==> config.mk <==
export PLATFORM = sky130hd
export DESIGN_NAME = fifo_rd_stream
export DESIGN_NICKNAME = d
export VERILOG_FILES = /design/src/rtl/fifo_rd_stream.sv
export SDC_FILE = /design/constraint.sdc
export NUM_CORES = 1
export LEC_CHECK = 0
export ABC_AREA = 1
export BUFFER_PORTS_ARGS = -buffer_cell sky130_fd_sc_hd__buf_2
export CORE_ASPECT_RATIO = 1.1
export CORE_MARGIN = 1.5
export CORE_UTILIZATION = 40
export DETAILED_ROUTE_END_ITERATION = 10
export PLACE_DENSITY_LB_ADDON = 0.1
export SYNTH_ARGS = -nofsm -noshare
export SYNTH_HDL_FRONTEND = slang
export SYNTH_SLANG_ARGS = --single-unit
==> constraint.sdc <==
create_clock -name clk -period 1.4 [get_ports clk]
set_input_delay 0.07 -clock clk [delete_from_list [all_inputs] [get_ports clk]]
set_output_delay 0.07 -clock clk [all_outputs]
set_load 0.02 [all_outputs]
==> src/rtl/fifo_rd_stream.sv <==
// Read-side FIFO consumer: turns pop-then-data into a valid/ready stream
// through a 2-entry skid buffer and counts delivered words.
module fifo_rd_stream #(
  parameter int DATA_W = 8,
  parameter int CNT_W  = 16
) (
  input  logic              clk,
  input  logic              rst,
  input  logic              fifo_empty,
  input  logic [DATA_W-1:0] fifo_data_out,
  output logic              fifo_pop,
  output logic              m_valid,
  input  logic              m_ready,
  output logic [DATA_W-1:0] m_data,
  input  logic              flush,
  output logic [CNT_W-1:0]  word_cnt
);

  logic [1:0]        occ_q;
  logic [1:0]        occ_d;
  logic              inflight_q;
  logic              rd_ptr_q;
  logic              wr_ptr_q;
  logic [DATA_W-1:0] buf_q [2];
  logic [CNT_W-1:0]  cnt_q;

  logic       deq;
  logic       cap;
  logic [1:0] credit;

  assign deq = (occ_q != 2'd0) && m_ready;
  assign cap = inflight_q && !flush;

  // Slots already spoken for once this cycle's dequeue is accounted for.
  assign credit = occ_q + {1'b0, inflight_q} - {1'b0, deq};

  assign fifo_pop = !rst && !fifo_empty && !flush && (credit < 2'd2);

  assign occ_d = occ_q + {1'b0, cap} - {1'b0, deq};

  assign m_valid  = (occ_q != 2'd0);
  assign m_data   = buf_q[rd_ptr_q];
  assign word_cnt = cnt_q;

  always_ff @(posedge clk or posedge rst) begin
    if (rst) begin
      occ_q      <= 2'd0;
      inflight_q <= 1'b0;
      rd_ptr_q   <= 1'b0;
      wr_ptr_q   <= 1'b0;
      cnt_q      <= '0;
      for (int i = 0; i < 2; i++) begin
        buf_q[i] <= '0;
      end
    end else begin
      inflight_q <= fifo_pop;
      cnt_q      <= cnt_q + CNT_W'(deq);
      if (flush) begin
        occ_q    <= 2'd0;
        rd_ptr_q <= 1'b0;
        wr_ptr_q <= 1'b0;
      end else begin
        occ_q    <= occ_d;
        rd_ptr_q <= rd_ptr_q ^ deq;
        wr_ptr_q <= wr_ptr_q ^ cap;
        if (cap) begin
          buf_q[wr_ptr_q] <= fifo_data_out;
        end
      end
    end
  end

endmodule

==> metrics.txt, run 1 <==
nets@finish=roughly 290; H-tree depth=2; delay-heaviest family, CP=simple AND/OR/NAND/NOR gates; Leakage=1.260 nW; first-pass GRT wire length=roughly 6200 um; P&R area growth vs syn=27.87%; Num CTS Buffers=5; most common cell after layout, fill and taps aside=nand2_1; cells after synthesis=roughly 210; drt total wl=around 3800 um; Setup CP Type=register to register; clock root buffer=clkbuf_8; Worst VDD drop=0.7191 mV; commonest non-fill, non-tap cells in the layout=nand2_1, dfrtp_1, buf_2; setup_tns=0 ps; Avg Cell Area, Syn=8.601 um^2; clk sinks=37; drt first-iter violations=59; status=finished, final reports clean; fin crit share=slightly below 100%; hpwl dp=2556 um; Post-route DRC=0; largest net degree at the start of global routing=38; via count of the first global-routing pass=1424; fraction of layout cells with a size suffix above 1=roughly 36%; Slew HR=68.06%; CP Cell Sequence=inv_2, nand2_4, nand3_2, inv_2, ha_4, nand2_4, nor2_4, nand2_2, nor2_2, nand2_1, nand2_1; arrival time at the worst endpoint=1620 ps; achievable clock frequency=slightly above 700 MHz; post-route setup slack=just over 9 ps; Row Count=25; reg-to-reg startpoint=occ_q[0]; Post-Syn Area=around 1800 um^2; drt wl/cell=11.63 um; hold depth=3; HP Class=primary input to register; Ys Warns=0; flops & latches, synth=37; Worst-Margin Slew=around 480 ps; Initial Util=between 40% and 50%; worst path required time=~1600 ps; unrepaired setup endpoints after global routing=yes; clock buffer depth=2; post-synthesis sequential area ratio=about half; Critical Path Slowest Stage Cell=dfrtp_1; Setup-failing EPs final=0; GR Util All Layers=16.78%; Vias/cell=roughly 4.6; DR pass1 iterations=4; total congestion overflow=0; fin util=between 50 and 60%; die area=approximately 5000 um^2; Via Count=around 1.5k; hold path start=fifo_data_out[2]; slowest stage delay, CP=370 ps; kind of end point of the critical path=register; Final Max Tran Viols=0; worst reg2reg path depth=11; Place WS=-7.425 ps; Max Cap Viol=0; core footprint=~4300 um^2; initial antenna violation count=0; CTS tree=yes; Die Height=between 70 and 80 um; crit path time final=~1400 ps; overall power=~3.5 mW; FF-to-FF End=word_cnt[12]; GPL Wtd Cong=~0.7; Worst Hold Endpoint=buf_q[2]; Max FO, Critical Path=5; Antenna Nets Post-Route=0; Syn Nets=about 230; Die X-Extent=roughly 68 um; CP Launch Type=register; CP bufs+invs=2; Worst Clk Skew=~2.3 ps; post-synth cell types=24; Clock transition at path regs=about 70 ps; worst-skew pair later-pin latency=approximately 280 ps; pwr dens=~1500 nW/um^2; FF-to-FF setup slack=slightly above 9 ps; Hold Fails Final Rpt=0; IO Pins=39; Ant. Diodes=0; worst setup path start=occ_q[0]; # port buffers=38
-- metal layers --
layer  part of all wire (%)  vias to the layer above  GRT usage, %
li1                       -                      769             -
met3                    3.9                        7         5.144
met1                     43                      676         20.06
met2                     51                       28         28.32
met5                      0                        -             0
met4                    1.5                        0         6.122
-- synth_stat cells --
cell type	count	area share, %
nor2_2	3	1.0
nand3_1	6	1.6
inv_2	4	0.82
inv_1	28	5.7
nand2_2	7	2.4
a21oi_1	2	0.54
clkinv_1	1	0.20
xor2_1	7	3.3
buf_6	1	0.61
nor2_1	8	1.6
nor3_4	1	0.88
nor2_4	3	1.8
o21ai_0	3	0.82
nand4_1	4	1.4
o21ai_1	8	2.2
nor3_1	4	1.1
xnor2_1	3	1.4
buf_2	2	0.54
nand3_2	2	1.1
dfrtp_1	37	50
nand2_1	67	14
nand3b_1	1	0.41
ha_1	4	2.7
o21ai_2	8	3.8
-- per-stage QoR --
step	std cells	hold WS, ps	area (um^2)
finish	323	42.46	2354
global route	323	37.50	2354
CTS	322	40.49	2281
detailed placement	311	220.4	2150
global placement	311	220.7	2150
floorplan	214	135.2	1853
-- flip-flops by register name, indices dropped and copies added, names as in the netlist --
register and flops:
rd_ptr_q 1, buf_q 16, occ_q 2, wr_ptr_q 1, inflight_q 1, word_cnt 16
-- area by class of cell --
| type | count | area (um^2) |
|---|---|---|
| clock buffers | 7 | 86.33 |
| well taps | 54 | 67.56 |
| multi-input cells | 141 | 848.3 |
| repair buffers | 51 | 297.8 |
| fillers | 427 | 1994 |
| flip-flops and latches | 37 | 925.9 |
| inverters | 33 | 127.6 |
-- how the worst max path moves through the flow --
stage / endpoint / depth (start not counted)
after floorplan: occ_q[1] / 9
after global placement: occ_q[1] / 9
after detailed placement: occ_q[1] / 9
after CTS: occ_q[1] / 9
after global routing: word_cnt[9] / 9
final: word_cnt[12] / 11
-- report_power, final --
part	leakage [nW]	switching (mW)	internal, mW	total, mW
registers	0.489	0.167	1.29	1.45
clock network	0.0443	0.355	0.390	0.745
logic	0.727	0.755	0.497	1.25
total	1.26	1.28	2.17	3.45
-- worst min-delay path: stages --
cell and delay [ps]:
buf_2 90, inv_1 70, o21ai_2 60
-- cells by family after synthesis --
family / synth area share [%]
and+or+nand+nor: 26.99
DFF: 50.31
buffers and inverters: 7.885
AOI/OAI and AO/OA: 7.342
xor gates and xnor gates: 4.759
adders and majority gates: 2.719
-- what timing repair did --
item	CTS	global route
hold buffers	3	0
hold endpoints to repair	38	0
gates resized for setup	3	15
buffers inserted	1	1
pin swaps	3	5
setup endpoints to repair	1	18
Note: power is estimated with default switching activity, not from simulation.
==> inputs of run 2 (changes only) <==
--- a/config.mk
+++ b/config.mk
@@ -9,7 +9,8 @@
 export BUFFER_PORTS_ARGS = -buffer_cell sky130_fd_sc_hd__buf_2
 export CORE_ASPECT_RATIO = 1.1
 export CORE_MARGIN = 1.5
-export CORE_UTILIZATION = 40
+export CORE_UTILIZATION = 36
+export CTS_BUF_LIST = sky130_fd_sc_hd__clkbuf_16
 export DETAILED_ROUTE_END_ITERATION = 10
 export PLACE_DENSITY_LB_ADDON = 0.1
 export SYNTH_ARGS = -nofsm -noshare
==> metrics.txt, run 2 (synthesized netlist as in run 1, its figures left out) <==
status=finished with violations; failing checks=negative hold slack, negative setup slack; Die Height=~80 um; Die X-Extent=71.18 um; hpwl dp=about 2500 um; placed insts=315; total congestion overflow=0; clock buffer depth=2; crit path time final=1414 ps; GPL Wtd Cong=approximately 0.75; drt first-iter violations=60; arrival time at the worst endpoint=~1600 ps; Ant. Diodes=0; Post-Layout Cell Count=328; drt wl/cell=~11 um; Hold Fails Final Rpt=1; Worst VDD drop=0.6399 mV; core footprint=slightly below 5000 um^2; Num CTS Buffers=5; Max FO, Critical Path=3; fin crit share=101.0%; post-route setup slack=-13.50 ps; unrepaired setup endpoints after global routing=yes; Final Max Tran Viols=0; FF-to-FF End=occ_q[1]; kind of end point of the critical path=register; nets@finish=~290; worst reg2reg path depth=9; initial antenna violation count=0; clk sinks=37; Post-route DRC=0; FF-to-FF setup slack=-10 ps; Worst Clk Skew=between 2 and 3 ps; largest net degree at the start of global routing=38; Worst Hold Endpoint=occ_q[0]; pwr dens=1624 nW/um^2; HP Class=primary input to register; Via Count=1487; H-tree depth=2; GR Util All Layers=between 10% and 20%; Setup-failing EPs final=1; Setup CP Type=register to register; clock root buffer=clkbuf_16; Worst-Margin Slew=about 470 ps; CTS tree=yes; fraction of layout cells with a size suffix above 1=38.15%; Row Count=27; Fillers=500; Slew HR=between 60% and 70%; Vias/cell=around 4.5; hold path start=flush; P&R area growth vs syn=33.04%; fin util=around half; Leakage=roughly 1.3 nW; Max Cap Viol=0; drt total wl=around 3700 um; Worst Hold Slack=-0.6340 ps; # port buffers=38; worst path required time=around 1600 ps; Antenna Nets Post-Route=0; Clock transition at path regs=~60 ps; IO Pins=39; commonest non-fill, non-tap cells in the layout=nand2_1, dfrtp_1, buf_2; die area=approximately 5600 um^2; CP Launch Type=register; Initial Util=a little under two fifths; worst-skew pair later-pin latency=280 ps; reg-to-reg startpoint=occ_q[0]; achievable clock frequency=707.5 MHz; via count of the first global-routing pass=about 1.5k; most common cell after layout, fill and taps aside=nand2_1; hold depth=2; first-pass GRT wire length=between 6000 and 7000 um; DR pass1 iterations=4
[run 2: worst max-delay path, cell delays in order (launching register included)]
cell and delay (ps):
dfrtp_1 390, inv_2 90, nand2_4 70, nand2_4 60, inv_2 40, ha_4 250, inv_2 40, ha_4 150
xor2_2 160, nor2_1 100
[run 2: metrics by stage]
| step | power [mW] | worst slack, ps | setup TNS (ps) | hold slack (ps) | instance area (um^2) |
|---|---|---|---|---|---|
| after global routing | 4.247 | -83.65 | -358.2 | 5.022 | 2449 |
| after global placement | 2.579 | 9.253 | 0 | 232.3 | 2155 |
| after floorplan | 2.196 | -24.13 | -36.10 | 135.2 | 1853 |
| final | 3.976 | -13.50 | -13.50 | -0.6340 | 2449 |
| after detailed placement | 2.588 | -9.644 | -9.644 | 225.0 | 2155 |
| after CTS | 3.927 | 1.118 | 0 | 0.2362 | 2370 |
[run 2: final cells by class]
class | instances | area, um^2 | area share, %
clock buffer | 5 | 125.1 | 5.110
tap | 58 | 72.57 | 2.964
inverter | 33 | 127.6 | 5.212
timing repair buffer | 51 | 295.3 | 12.06
sequential | 37 | 925.9 | 37.81
clock inverter | 3 | 46.29 | 1.891
multi-input combinational | 141 | 855.8 | 34.95
[run 2: metal layers]
layer | up-vias | track usage [%] | routed length, um
li1 | 773 | - | -
met1 | 678 | 17.39 | 1705
met2 | 30 | 26.02 | 1814
met3 | 6 | 3.636 | 123
met4 | 0 | 4.717 | 48
met5 | - | 0 | 0
[run 2: power breakdown]
group          internal (mW)  switching, mW  total (mW)
logic                  0.495          0.753        1.25
registers               1.29          0.160        1.45
clock network          0.842          0.437        1.28
total                   2.63           1.35        3.98
[run 2: repair_timing]
item / CTS / global route
pin swaps: 3 / 5
buffers inserted: 1 / 2
setup endpoints to repair: 2 / 17
gates resized for setup: 6 / 14
hold buffers: 2 / 0
hold endpoints to repair: 38 / 0
[run 2: worst max-delay path by stage]
stage          cells after the start  slack [ps]       end      from
3_3_place_gp                       9           9  occ_q[1]  occ_q[0]
5_1_grt                            9         -80  occ_q[1]  occ_q[0]
2_1_floorplan                      9         -20  occ_q[1]  occ_q[1]
3_5_place_dp                       9         -10  occ_q[1]  occ_q[0]
4_1_cts                            9           1  occ_q[0]  occ_q[0]
6_report                           9         -10  occ_q[1]  occ_q[0]
==> inputs of run 3 (changes only) <==
--- a/config.mk
+++ b/config.mk
@@ -6,6 +6,7 @@
 export NUM_CORES = 1
 export LEC_CHECK = 0
 export ABC_AREA = 1
+export ABC_CLOCK_PERIOD_IN_PS = 1400
 export BUFFER_PORTS_ARGS = -buffer_cell sky130_fd_sc_hd__buf_2
 export CORE_ASPECT_RATIO = 1.1
 export CORE_MARGIN = 1.5
@@ -13,6 +14,7 @@
 export CTS_BUF_LIST = sky130_fd_sc_hd__clkbuf_16
 export DETAILED_ROUTE_END_ITERATION = 10
 export PLACE_DENSITY_LB_ADDON = 0.1
+export RECOVER_POWER = 25
 export SYNTH_ARGS = -nofsm -noshare
 export SYNTH_HDL_FRONTEND = slang
 export SYNTH_SLANG_ARGS = --single-unit
==> metrics.txt, run 3 (synthesized netlist as in run 1, its figures left out) <==
most common cell after layout, fill and taps aside=nand2_1; commonest non-fill, non-tap cells in the layout=nand2_1, dfrtp_1, buf_2; Setup CP Type=register to register; fraction of layout cells with a size suffix above 1=around 37%; clock buffer depth=2; Worst Clk Skew=2.725 ps; status=finished with violations; Die X-Extent=71.18 um; post-route setup slack=-17.65 ps; Antenna Nets Post-Route=0; fin crit share=101.3%; largest net degree at the start of global routing=38; Critical Path Slowest Stage Cell=dfrtp_1; hold depth=2; # port buffers=38; Final Max Tran Viols=0; arrival time at the worst endpoint=1620 ps; hpwl dp=2547 um; Clock transition at path regs=about 60 ps; failing checks=negative hold slack, negative setup slack; overall power=slightly below 4 mW; drt first-iter violations=56; Num CTS Buffers=5; Setup-failing EPs final=1; CP Launch Type=register; setup_tns=-17.65 ps; first-pass GRT wire length=6596 um; achievable clock frequency=approximately 700 MHz; die area=around 5600 um^2; P&R area growth vs syn=32.63%; Ant. Diodes=0; Critical Path Stages=9; drt total wl=about 3700 um; HP Class=primary input to register; CTS tree=yes; most frequent CP cell=inv_2; kind of end point of the critical path=register; unrepaired setup endpoints after global routing=yes; pwr dens=~1600 nW/um^2; Vias/cell=between 4 and 5; slowest stage delay, CP=between 300 and 400 ps; Leakage=~1.3 nW; worst reg2reg path depth=9; Slew HR=a little under half; cell area after layout=approximately 2400 um^2; worst path required time=1610 ps; clock root buffer=clkbuf_16; via count of the first global-routing pass=between 1.5k and 2k; clk sinks=37; Worst VDD drop=between 0.6 and 0.7 mV; H-tree depth=2; nets@finish=286; Initial Util=a little under two fifths; fin util=roughly half; total congestion overflow=0; delay-heaviest family, CP=adder cells; placed instance area=between 2000 and 2500 um^2; core footprint=between 4000 and 5000 um^2; Die Height=between 70 and 80 um; CP Cell Sequence=inv_2, nand2_4, nand2_4, inv_2, ha_4, inv_2, ha_4, xor2_2, nor2_1; Worst-Margin Slew=824.1 ps; Via Count=1485; initial antenna violation count=0; IO Pins=39; Post-route DRC=0; worst-skew pair later-pin latency=around 280 ps; Worst Hold Slack=-1.623 ps; GR Util All Layers=between 10% and 20%; Hold Fails Final Rpt=1; drt wl/cell=11.27 um; Fillers=503; GPL Wtd Cong=0.7539; Max Cap Viol=0; CP bufs+invs=3; crit path time final=around 1400 ps; Max FO, Critical Path=3; DR pass1 iterations=4; Row Count=27
run 3: changes by cell type in the layout (fill, tap and decap cells not counted):
cell	change
clkbuf_1	+4
buf_2	-3
buf_4	-1
run 3: report_power, final:
part / internal, mW / switching [mW] / leakage (nW)
logic: 0.494 / 0.753 / 0.706
registers: 1.29 / 0.160 / 0.489
clock network: 0.842 / 0.437 / 0.0800
run 3: worst register-to-register path: cells and delay by family (launching register included):
family                   cells  cell delay (ps)
buffers and inverters        3              170
flip-flops                   1              390
AND/OR/NAND/NOR              3              230
XOR/XNOR                     1              170
adder cells (fa/ha/maj)      2              400
run 3: per-layer routing:
layer | wire length, um | global-route usage, % | vias up
li1 | - | - | 773
met1 | 1711 | 17.39 | 676
met2 | 1817 | 26.02 | 30
met3 | 121 | 3.636 | 6
met4 | 48 | 4.717 | 0
met5 | 0 | 0 | -
run 3: area by class of cell:
type,instances,area (um^2),share of cell area (%)
clock inverters,3,46.29,1.896
inverters,33,127.6,5.228
clock buffers,5,125.1,5.126
repair buffers,51,287.8,11.79
well taps,58,72.57,2.973
multi-input cells,141,855.8,35.06
flip-flops and latches,37,925.9,37.93
run 3: worst paths after layout:
check	slack [ps]	startpoint	to
max in group asynchronous	290	rst	word_cnt[0]
worst min-delay path	-2	flush	occ_q[0]
min in group asynchronous	600	rst	occ_q[0]
worst min register to register	480	buf_q[6]	buf_q[6]
worst max register to register	-20	occ_q[0]	occ_q[1]
worst max-delay path	-20	occ_q[0]	occ_q[1]
run 3: per-stage QoR:
step | instances | setup slack [ps]
floorplan | 214 | -24.13
global placement | 315 | 9.253
detailed placement | 315 | -9.644
CTS | 326 | 1.118
global route | 328 | -83.65
finish | 328 | -17.65
run 3: timing repair:
action | in CTS | in global routing
hold buffers | 2 | 0
setup buffers | 1 | 2
endpoints found under the hold margin | 38 | 0
pin swaps | 3 | 5
resized for setup | 6 | 14
setup endpoints to repair | 2 | 17
